===== config.mk =====
export PLATFORM = sky130hd
export DESIGN_NAME = ps2_mouse_decoder
export DESIGN_NICKNAME = d
export VERILOG_FILES = /design/src/rtl/ps2_pkg.sv /design/src/rtl/ps2_rx_frame.sv /design/src/rtl/ps2_mouse_decoder.sv
export SDC_FILE = /design/constraint.sdc
export NUM_CORES = 1
export LEC_CHECK = 0
export CAP_MARGIN = 15
export CORE_MARGIN = 4
export CORE_UTILIZATION = 55
export DETAILED_ROUTE_END_ITERATION = 8
export PLACE_DENSITY = 0.75
export SYNTH_ARGS = -nofsm -noshare
export SYNTH_HDL_FRONTEND = slang
export SYNTH_SLANG_ARGS = --single-unit

===== constraint.sdc =====
create_clock -name clk -period 8.5 [get_ports clk]
set_clock_uncertainty 0.1 [all_clocks]
set_input_delay 0.85 -clock clk [delete_from_list [all_inputs] [get_ports clk]]
set_output_delay 0.85 -clock clk [all_outputs]
set_load 0.1 [all_outputs]

===== src/rtl/ps2_pkg.sv =====
// Shared types, constants and helpers for the PS/2 mouse receive path.
//   frame_state_t  : receive-frame FSM states
//   PS2_BYTE_W     : payload bits per PS/2 frame
//   SYNC..YO       : bit positions inside packet byte 0
//   timeout_cycles : converts a microsecond timeout into system-clock cycles
//   sat_mag        : 9-bit two's complement -> saturated 8-bit magnitude
package ps2_pkg;

  typedef enum logic [1:0] {StIdle, StData, StParity, StStop} frame_state_t;

  localparam int unsigned PS2_BYTE_W = 8;

  localparam int unsigned SYNC = 3;
  localparam int unsigned XS   = 4;
  localparam int unsigned YS   = 5;
  localparam int unsigned XO   = 6;
  localparam int unsigned YO   = 7;

  function automatic int unsigned timeout_cycles(input int unsigned clk_freq_hz,
                                                 input int unsigned timeout_us);
    longint unsigned prod;
    prod = 64'(clk_freq_hz) * 64'(timeout_us);
    return 32'(prod / 64'd1_000_000);
  endfunction

  // Overflow flag forces full scale; -256 has no 8-bit magnitude and clips to 255.
  function automatic logic [7:0] sat_mag(input logic [8:0] v, input logic ovf);
    logic [8:0] neg;
    neg = 9'd0 - v;
    if (ovf) return 8'hFF;
    if (!v[8]) return v[7:0];
    if (neg[8]) return 8'hFF;
    return neg[7:0];
  endfunction

endpackage


===== src/rtl/ps2_rx_frame.sv =====
// PS/2 frame receiver: synchronises and glitch-filters the raw bus, strobes on
// each filtered clock falling edge and deserialises one 11-bit frame.
//   clk, arst   : system clock, async active-high reset
//   ps2_clk     : raw PS/2 clock (asynchronous)
//   ps2_data    : raw PS/2 data (asynchronous)
//   flush       : abandon the current frame (inter-edge timeout)
//   strobe      : one-cycle pulse per filtered PS/2 clock falling edge
//   data_byte   : received payload, valid alongside byte_valid
//   byte_valid  : frame completed with good parity and stop bit
//   frame_err   : frame completed with bad parity or stop bit
//   busy        : a frame is in progress
module ps2_rx_frame
  import ps2_pkg::*;
#(
  parameter int unsigned FILTER_LEN = 8
) (
  input  logic                  clk,
  input  logic                  arst,
  input  logic                  ps2_clk,
  input  logic                  ps2_data,
  input  logic                  flush,
  output logic                  strobe,
  output logic [PS2_BYTE_W-1:0] data_byte,
  output logic                  byte_valid,
  output logic                  frame_err,
  output logic                  busy
);

  localparam int unsigned CW = $clog2(FILTER_LEN + 1);

  logic          clk_meta, clk_sync, data_meta, data_sync;
  logic          filt_clk;
  logic [CW-1:0] filt_cnt;

  frame_state_t    state;
  logic [2:0]      bit_cnt;
  logic [PS2_BYTE_W-1:0] shreg;
  logic            parity_ok;

  // Idle bus is high, so the synchronisers and filter come out of reset at 1.
  always_ff @(posedge clk or posedge arst) begin
    if (arst) begin
      clk_meta  <= 1'b1;
      clk_sync  <= 1'b1;
      data_meta <= 1'b1;
      data_sync <= 1'b1;
      filt_clk  <= 1'b1;
      filt_cnt  <= '0;
      strobe    <= 1'b0;
    end else begin
      clk_meta  <= ps2_clk;
      clk_sync  <= clk_meta;
      data_meta <= ps2_data;
      data_sync <= data_meta;
      strobe    <= 1'b0;
      if (clk_sync == filt_clk) begin
        filt_cnt <= '0;
      end else if (filt_cnt == CW'(FILTER_LEN - 1)) begin
        filt_clk <= clk_sync;
        filt_cnt <= '0;
        strobe   <= filt_clk;  // only the 1 -> 0 transition strobes
      end else begin
        filt_cnt <= filt_cnt + CW'(1);
      end
    end
  end

  always_ff @(posedge clk or posedge arst) begin
    if (arst) begin
      state     <= StIdle;
      bit_cnt   <= '0;
      shreg     <= '0;
      parity_ok <= 1'b0;
    end else if (flush) begin
      state <= StIdle;
    end else if (strobe) begin
      case (state)
        StIdle: begin
          if (!data_sync) begin
            state   <= StData;
            bit_cnt <= '0;
          end
        end
        StData: begin
          shreg   <= {data_sync, shreg[PS2_BYTE_W-1:1]};
          bit_cnt <= bit_cnt + 3'd1;
          if (bit_cnt == 3'd7) state <= StParity;
        end
        StParity: begin
          parity_ok <= ^{shreg, data_sync};
          state     <= StStop;
        end
        StStop:  state <= StIdle;
        default: state <= StIdle;
      endcase
    end
  end

  // Completion is flagged on the stop-bit strobe itself so the packet
  // registers in the top land one cycle later.
  assign data_byte  = shreg;
  assign byte_valid = strobe && (state == StStop) && parity_ok && data_sync;
  assign frame_err  = strobe && (state == StStop) && !(parity_ok && data_sync);
  assign busy       = (state != StIdle);

endmodule


===== src/rtl/ps2_mouse_decoder.sv =====
// PS/2 mouse stream-mode decoder: assembles 3-byte packets from the frame
// receiver, supervises inter-edge gaps and presents saturated sign/magnitude
// movement.
//   clk, arst          : system clock, async active-high reset
//   i_ps2_clk/data     : raw PS/2 bus
//   o_mouse_x/y        : |dx|, |dy| saturated to 255
//   o_is_mouse_x/y_neg : movement sign
//   o_buttons          : {middle, right, left}
//   o_valid            : one-cycle pulse, new packet on outputs
//   o_error            : one-cycle pulse, frame or packet dropped
module ps2_mouse_decoder
  import ps2_pkg::*;
#(
  parameter int unsigned CLK_FREQ_HZ = 100_000_000,
  parameter int unsigned FILTER_LEN  = 8,
  parameter int unsigned TIMEOUT_US  = 200
) (
  input  logic       clk,
  input  logic       arst,
  input  logic       i_ps2_clk,
  input  logic       i_ps2_data,
  output logic [7:0] o_mouse_x,
  output logic       o_is_mouse_x_neg,
  output logic [7:0] o_mouse_y,
  output logic       o_is_mouse_y_neg,
  output logic [2:0] o_buttons,
  output logic       o_valid,
  output logic       o_error
);

  localparam int unsigned TO_CYCLES = timeout_cycles(CLK_FREQ_HZ, TIMEOUT_US);

  logic [PS2_BYTE_W-1:0] rx_byte;
  logic                  strobe, byte_valid, frame_err, busy;
  logic                  active, expire;
  logic [1:0]            idx;
  logic [PS2_BYTE_W-1:0] b0, b1;
  logic [31:0]           to_cnt;

  ps2_rx_frame #(
    .FILTER_LEN (FILTER_LEN)
  ) u_rx (
    .clk        (clk),
    .arst       (arst),
    .ps2_clk    (i_ps2_clk),
    .ps2_data   (i_ps2_data),
    .flush      (expire),
    .strobe     (strobe),
    .data_byte  (rx_byte),
    .byte_valid (byte_valid),
    .frame_err  (frame_err),
    .busy       (busy)
  );

  // A strobe restarts the gap count, so it always wins over expiry.
  assign active = busy || (idx != 2'd0);
  assign expire = active && !strobe && (to_cnt == TO_CYCLES - 1);

  always_ff @(posedge clk or posedge arst) begin
    if (arst) begin
      to_cnt <= '0;
    end else if (strobe || !active || expire) begin
      to_cnt <= '0;
    end else begin
      to_cnt <= to_cnt + 32'd1;
    end
  end

  always_ff @(posedge clk or posedge arst) begin
    if (arst) begin
      idx              <= 2'd0;
      b0               <= '0;
      b1               <= '0;
      o_mouse_x        <= '0;
      o_is_mouse_x_neg <= 1'b0;
      o_mouse_y        <= '0;
      o_is_mouse_y_neg <= 1'b0;
      o_buttons        <= '0;
      o_valid          <= 1'b0;
      o_error          <= 1'b0;
    end else begin
      o_valid <= 1'b0;
      o_error <= 1'b0;
      if (expire || frame_err) begin
        idx     <= 2'd0;
        o_error <= 1'b1;
      end else if (byte_valid) begin
        case (idx)
          2'd0: begin
            // Byte 0 always carries bit3 set; anything else means we are
            // mid-packet, so drop it and keep hunting.
            if (rx_byte[SYNC]) begin
              b0  <= rx_byte;
              idx <= 2'd1;
            end else begin
              o_error <= 1'b1;
            end
          end
          2'd1: begin
            b1  <= rx_byte;
            idx <= 2'd2;
          end
          default: begin
            idx              <= 2'd0;
            o_valid          <= 1'b1;
            o_mouse_x        <= sat_mag({b0[XS], b1}, b0[XO]);
            o_is_mouse_x_neg <= b0[XS];
            o_mouse_y        <= sat_mag({b0[YS], rx_byte}, b0[YO]);
            o_is_mouse_y_neg <= b0[YS];
            o_buttons        <= b0[2:0];
          end
        endcase
      end
    end
  end

endmodule


==> metrics.csv <==
metric,value,unit
synth_flop_cell,dfrtp_1,
firstDrtPassIters,4,
ios,27,
r2r_setup_slack,5.98,ns
crit_buf_inv,1,
worstPathArrival,1.89,ns
dieWidth,99.06,um
power.total,0.8386,mW
path_max_fanout,2,
ys_types,45,
via_per_inst,5.876,
routabilityCongestion,0.7820,
p_leak,2.148,nW
crit_family,buffers and inverters,
postCtsSetupBuffers,0,
drv_cap,0,
hold_depth,0,
clock_path_buffers,2,
globalRouteTotalUtil,19.30,%
slowest_stage,clkdlybuf4s50_1,
path_cells,clkdlybuf4s50_1,
ys_ff_latch,96,
min_path_type,register to register,
ys_seq_area_share,52.81,%
async_reset_ff_share,100.0,%
r2r_start,u_rx.state[0],
cp.required,7.55,ns
coreArea,7888,um^2
clk-insertion-delay-late,0.38,ns
rsz0062_at_grt,no,
rr_endpoint,o_mouse_y[5],
status,completed,
root_buffer,clkbuf_8,
route.vias.total,3414,
avgSynthCellArea,10.02,um^2
cts.sinks,96,
fp.dieArea,9813,um^2
synth_compound_area_share,11.63,%
synth.cell_area,4561,um^2
cts_resized,0,
synth-simple-area-share,19.37,%
layout_commonest_cell,dfrtp_1,
wire_per_inst,15.46,um
dp_hpwl,6183,um
routed_wl,8985,um
worstHoldStart,u_rx.clk_meta,
synth_edf_count,0,
overflow,0,
synth_cells,455,
fmax,0.3516,GHz
drc_errors,0,
synth_xor_area_share,5.761,%
max_stage_delay,1.14,ns
initial_core_util,57.82,%
antenna_found_initial,0,
finalSetupViolCount,0,
grt_pass1_wl,15380,um
fin_crit_sh,33.46,%
timing.final.max_slew_violations,0,
synth_top_family_by_area,simple AND/OR/NAND/NOR gates,
num_rows,32,
final_util,64.80,%
layout-drive-gt1-share,8.559,%
fin_setup_tns,0,ns
critPathCaptureType,output port,
r2r_cells,6,
max-vdd-ir-drop,106.2,uV
worst_slew_pin_slew,0.9760,ns
postRouteAntennaNets,0,
period_needed,2.844,ns
ys_warn_count,0,
power_density,164.1,nW/um^2
grt_max_degree,55,
muxShareOfSynthArea,3.594,%
dr.first_iter.drc_count,116,
max-slew-margin-rel,34.73,%
holdBufCountCts,0,
die_h,99.06,um
critPathKind,register to output port,
cts_buffers,9,
synth_fa_ha_area_share,3.567,%
layout.nets,491,
hold_violations,0,
cts_max_level,3,
area_delta_synth_final,12.07,%
worstHoldEndpoint,u_rx.clk_sync,
port_buffers,26,
clk_transition_reported_paths,0.11,ns
layout_common_cells,"dfrtp_1, nand2_1, nor2_1",
whs,0.2620,ns
cp-start-kind,register,
antenna_cells,0,
first_global_vias,3352,
cts_tree,built,
syn_nets,472,
==> flip-flops by register name, summed over array words and instances (netlist names) <==
name / flops
u_rx.data_sync: 1
o_error: 1
u_rx.bit_cnt: 3
u_rx.clk_sync: 1
u_rx.filt_cnt: 4
o_is_mouse_y_neg: 1
idx: 2
o_mouse_y: 8
b0: 7
o_is_mouse_x_neg: 1
o_valid: 1
u_rx.filt_clk: 1
u_rx.parity_ok: 1
o_buttons: 3
o_mouse_x: 8
u_rx.state: 2
b1: 8
to_cnt: 32
u_rx.data_byte: 8
u_rx.strobe: 1
u_rx.clk_meta: 1
u_rx.data_meta: 1
==> layer usage <==
layer	track usage (%)	routed length, um
met5	0	0
met3	3.751	339
met1	23.04	3910
met4	8.929	269
met2	33.52	4465
==> worst max path at each step <==
stage / depth (start not counted) / slack [ns] / startpoint / to
floorplan: 1 / 5.05 / arst / b0[0]
global placement: 3 / 5.92 / arst / u_rx.filt_cnt[0]
detailed placement: 3 / 5.90 / arst / u_rx.filt_cnt[1]
CTS: 1 / 5.64 / o_mouse_y[1] / o_mouse_y[1]
global route: 1 / 5.61 / o_mouse_y[0] / o_mouse_y[0]
finish: 1 / 5.66 / o_buttons[0] / o_buttons[0]
==> synthesized netlist by cell type (all sizes together) (12+ instances only) <==
library cell  number  area [um^2]
dfrtp             91         2277
nand2             54        202.7
nor2              36        135.1
o21ai             30        150.1
a21oi             27        135.1
inv               17        63.81
xnor2             16        140.1
a31oi             15        93.84
clkbuf            14        53.80
xor2              14        122.6
ha                13        162.7
nand4             13        81.33
nand3             12        60.06
==> kinds of logic after synthesis <==
kind of cell | after synthesis
buf+inv | 38
mux | 15
flops | 96
xor+xnor | 30
fa+ha+maj | 13
simple gates | 172
compound gates | 91
==> power by group <==
group / switching (mW) / leakage (nW) / internal (mW)
Sequential: 0.00696 / 1.32 / 0.467
Combinational: 0.0178 / 0.718 / 0.0119
Clock: 0.166 / 0.109 / 0.169
==> area by class of cell <==
class	instances	area, um^2
Clock buffer	10	127.6
Clock inverter	6	92.59
Fill cell	684	2776
Inverter	18	68.82
Multi-Input combinational cell	321	2007
Sequential cell	96	2409
Tap cell	102	127.6
Timing Repair Buffer	28	279.0
==> stage by stage <==
step / instance area, um^2 / std cells / setup WS [ns]
floorplan: 4561 / 455 / 5.053
global placement: 4880 / 564 / 5.923
detailed placement: 4880 / 564 / 5.900
CTS: 5100 / 580 / 5.643
global route: 5111 / 581 / 5.608
finish: 5111 / 581 / 5.656
Note: power is estimated with default switching activity, not from simulation.
==> RTL change: new RTL, config.mk and constraints unchanged <==
`TIMEOUT_US`: 200 -> 128.
--- a/src/rtl/ps2_mouse_decoder.sv
+++ b/src/rtl/ps2_mouse_decoder.sv
@@ -15,3 +15,3 @@
   parameter int unsigned FILTER_LEN  = 8,
-  parameter int unsigned TIMEOUT_US  = 200
+  parameter int unsigned TIMEOUT_US  = 128
 ) (
Check against the original RTL: same outputs for any inputs over 10 cycles, from zero or initial values and one cycle with arst high; that may be too few to reach the edited logic, so the function may still have changed.
==> RTL change against the original RTL <==
  * Design area decreased by 0.24%
  * Sequential power about the same
  * Global-route usage decreased by 0.36 points
  * Worst setup slack improved by 29 ps
  * Wire length decreased by 5.4%
  * Synthesized area increased by 0.71%
  * Maximum frequency increased by 1.0%
  * Power decreased by 7.2%
  * Via count decreased by 4.5%
  * Sequential cell count unchanged
==> RTL change: results (changes against the original RTL) <==
CTS Buf Count 9 (unchanged); diode count 0 (unchanged); via count 3,259 (-4.5%); max FFs per register 32 (unchanged); # Post-CTS Setup Buffers 0 (unchanged); DR iter-0 viols 134 (+16%); Worst-Margin Slew 1090 ps (+112 ps); antenna viol nets, final 0 (unchanged); H-tree levels 3 (unchanged); WL/cell 14.4 um (-6.7%); CTS Buffer Depth 2 (unchanged); worst min path class reg2reg; root buffer cell clkbuf_8; maximum VDD drop 100 uV (-5.6%); IO Port Bufs 26 (unchanged); crit-path leading delay family buffers and inverters; Total GRT Usage 18.9% (-0.36 points); Unique masters post-synth 51 (+13%); post-synthesis sequential area ratio 52.4% (-0.37 points); WP data arrival 1870 ps (-20 ps); Clk pin slew, worst setup/hold paths 100 ps; GR Util met1 24.1% (+1.1 points); Filler cells 714 (+4.4%); met2 usage 31.4% (-2.2 points); routability cong. 0.873 (+12%); Crit-path slowest cell clkdlybuf4s50_1; worst-path fanout max 2 (unchanged); first-pass GRT wire length 15.2 mm (-1.4%); top post-synthesis cells by area dfrtp_1, xnor2_1, nand2_1, o21ai_0, nor2_1; top_reg_cell synth dfrtp_1; synth warn 0 (unchanged); drt pass-1 iters 4 (unchanged); P_leak 2.09 nW (-2.7%); asr flop ratio synth 100% (unchanged); clock latency on the worst-skew pair 360 ps (-20 ps); Final HPWL DP 5.93 mm (-4.1%); largest net degree at the start of global routing 68 (+24%); Net Count, Synth 474 (+0.42%); Switching Fraction 24.5% (+1.7 points); Largest stage delay, worst path 1140 ps (about the same); most common library cells after synthesis dfrtp_1, nand2_1, nor2_1; number of global-route vias before repair 3,368 (+0.48%); GR Util met3 4.14% (+0.39 points); post-cts sizing count 0 (unchanged); most flop-heavy register to_cnt; Final nets 496 (+1.0%); share of layout cells above drive strength 1 11.0% (+2.4 points); status finished clean
-- RTL change: through the flow --
stage                     cells  hold slack, ps  power [mW]  setup WS [ps]  instance area (um2)
after floorplan             457             245       0.505           5050                 4590
after global placement      573             246       0.511           5920                 4920
after detailed placement    573             247       0.513           5880                 4920
after CTS                   589             260       0.787           5660                 5100
after global routing        589             263       0.814           5610                 5100
final                       589             259       0.779           5680                 5100
-- RTL change: final timing paths --
check	slack, ps	endpoint	start	depth (start not counted)
worst max-delay path	5680	o_mouse_x[1]	o_mouse_x[1]$_DFFE_PP0P_	1
min in group asynchronous	710	o_is_mouse_x_neg$_DFFE_PP0P_	arst	2
worst min register to register	260	u_rx.data_sync$_DFF_PP1_	u_rx.data_meta$_DFF_PP1_	0
max in group asynchronous	6410	u_rx.bit_cnt[0]$_DFFE_PP0P_	arst	3
worst min-delay path	260	u_rx.data_sync$_DFF_PP1_	u_rx.data_meta$_DFF_PP1_	0
worst max register to register	5880	to_cnt[3]$_DFF_PP0_	to_cnt[16]$_DFF_PP0_	5
-- RTL change: worst reg2reg max path: cells and delay by family (launching register included) --
kind | cells | cell delay (ps)
AND/OR/NAND/NOR | 4 | 1500
flip-flops | 1 | 450
AO/OA/AOI/OAI | 1 | 450
-- RTL change: per-layer routing --
| layer | wire length [um] | up-vias |
|---|---|---|
| li1 | - | 1623 |
| met2 | 4210 | 62 |
| met1 | 3880 | 1567 |
| met3 | 301 | 7 |
| met5 | 0 | - |
| met4 | 104 | 0 |
-- RTL change: cells by family (layout without fill, tap and decap cells) --
group           after synthesis  count (layout)  share of synthesized area, %
mux                          18              18                          4.33
flops                        96              96                          52.4
compound gates               81              81                          10.9
fa+ha+maj                    13              13                          3.54
simple gates                179             179                          18.9
xor+xnor                     36              36                          6.86
buf+inv                      34              61                          3.11
-- RTL change: area by class of cell --
cell class                 instances  share of cell area, %
sequential                        96                   47.2
tap                              105                   2.58
inverter                          18                   1.35
clock buffer                       9                   2.43
clock inverter                     7                   1.10
timing repair buffer              27                   5.25
multi-input combinational        327                   40.0
-- RTL change: power by group through the flow --
stage               logic, mW  clock network (mW)  registers [mW]
detailed placement     0.0300                   0           0.483
finish                 0.0288               0.275           0.474
global placement       0.0291                   0           0.482
CTS                    0.0300               0.283           0.474
global route           0.0342               0.304           0.476
floorplan              0.0233                   0           0.481
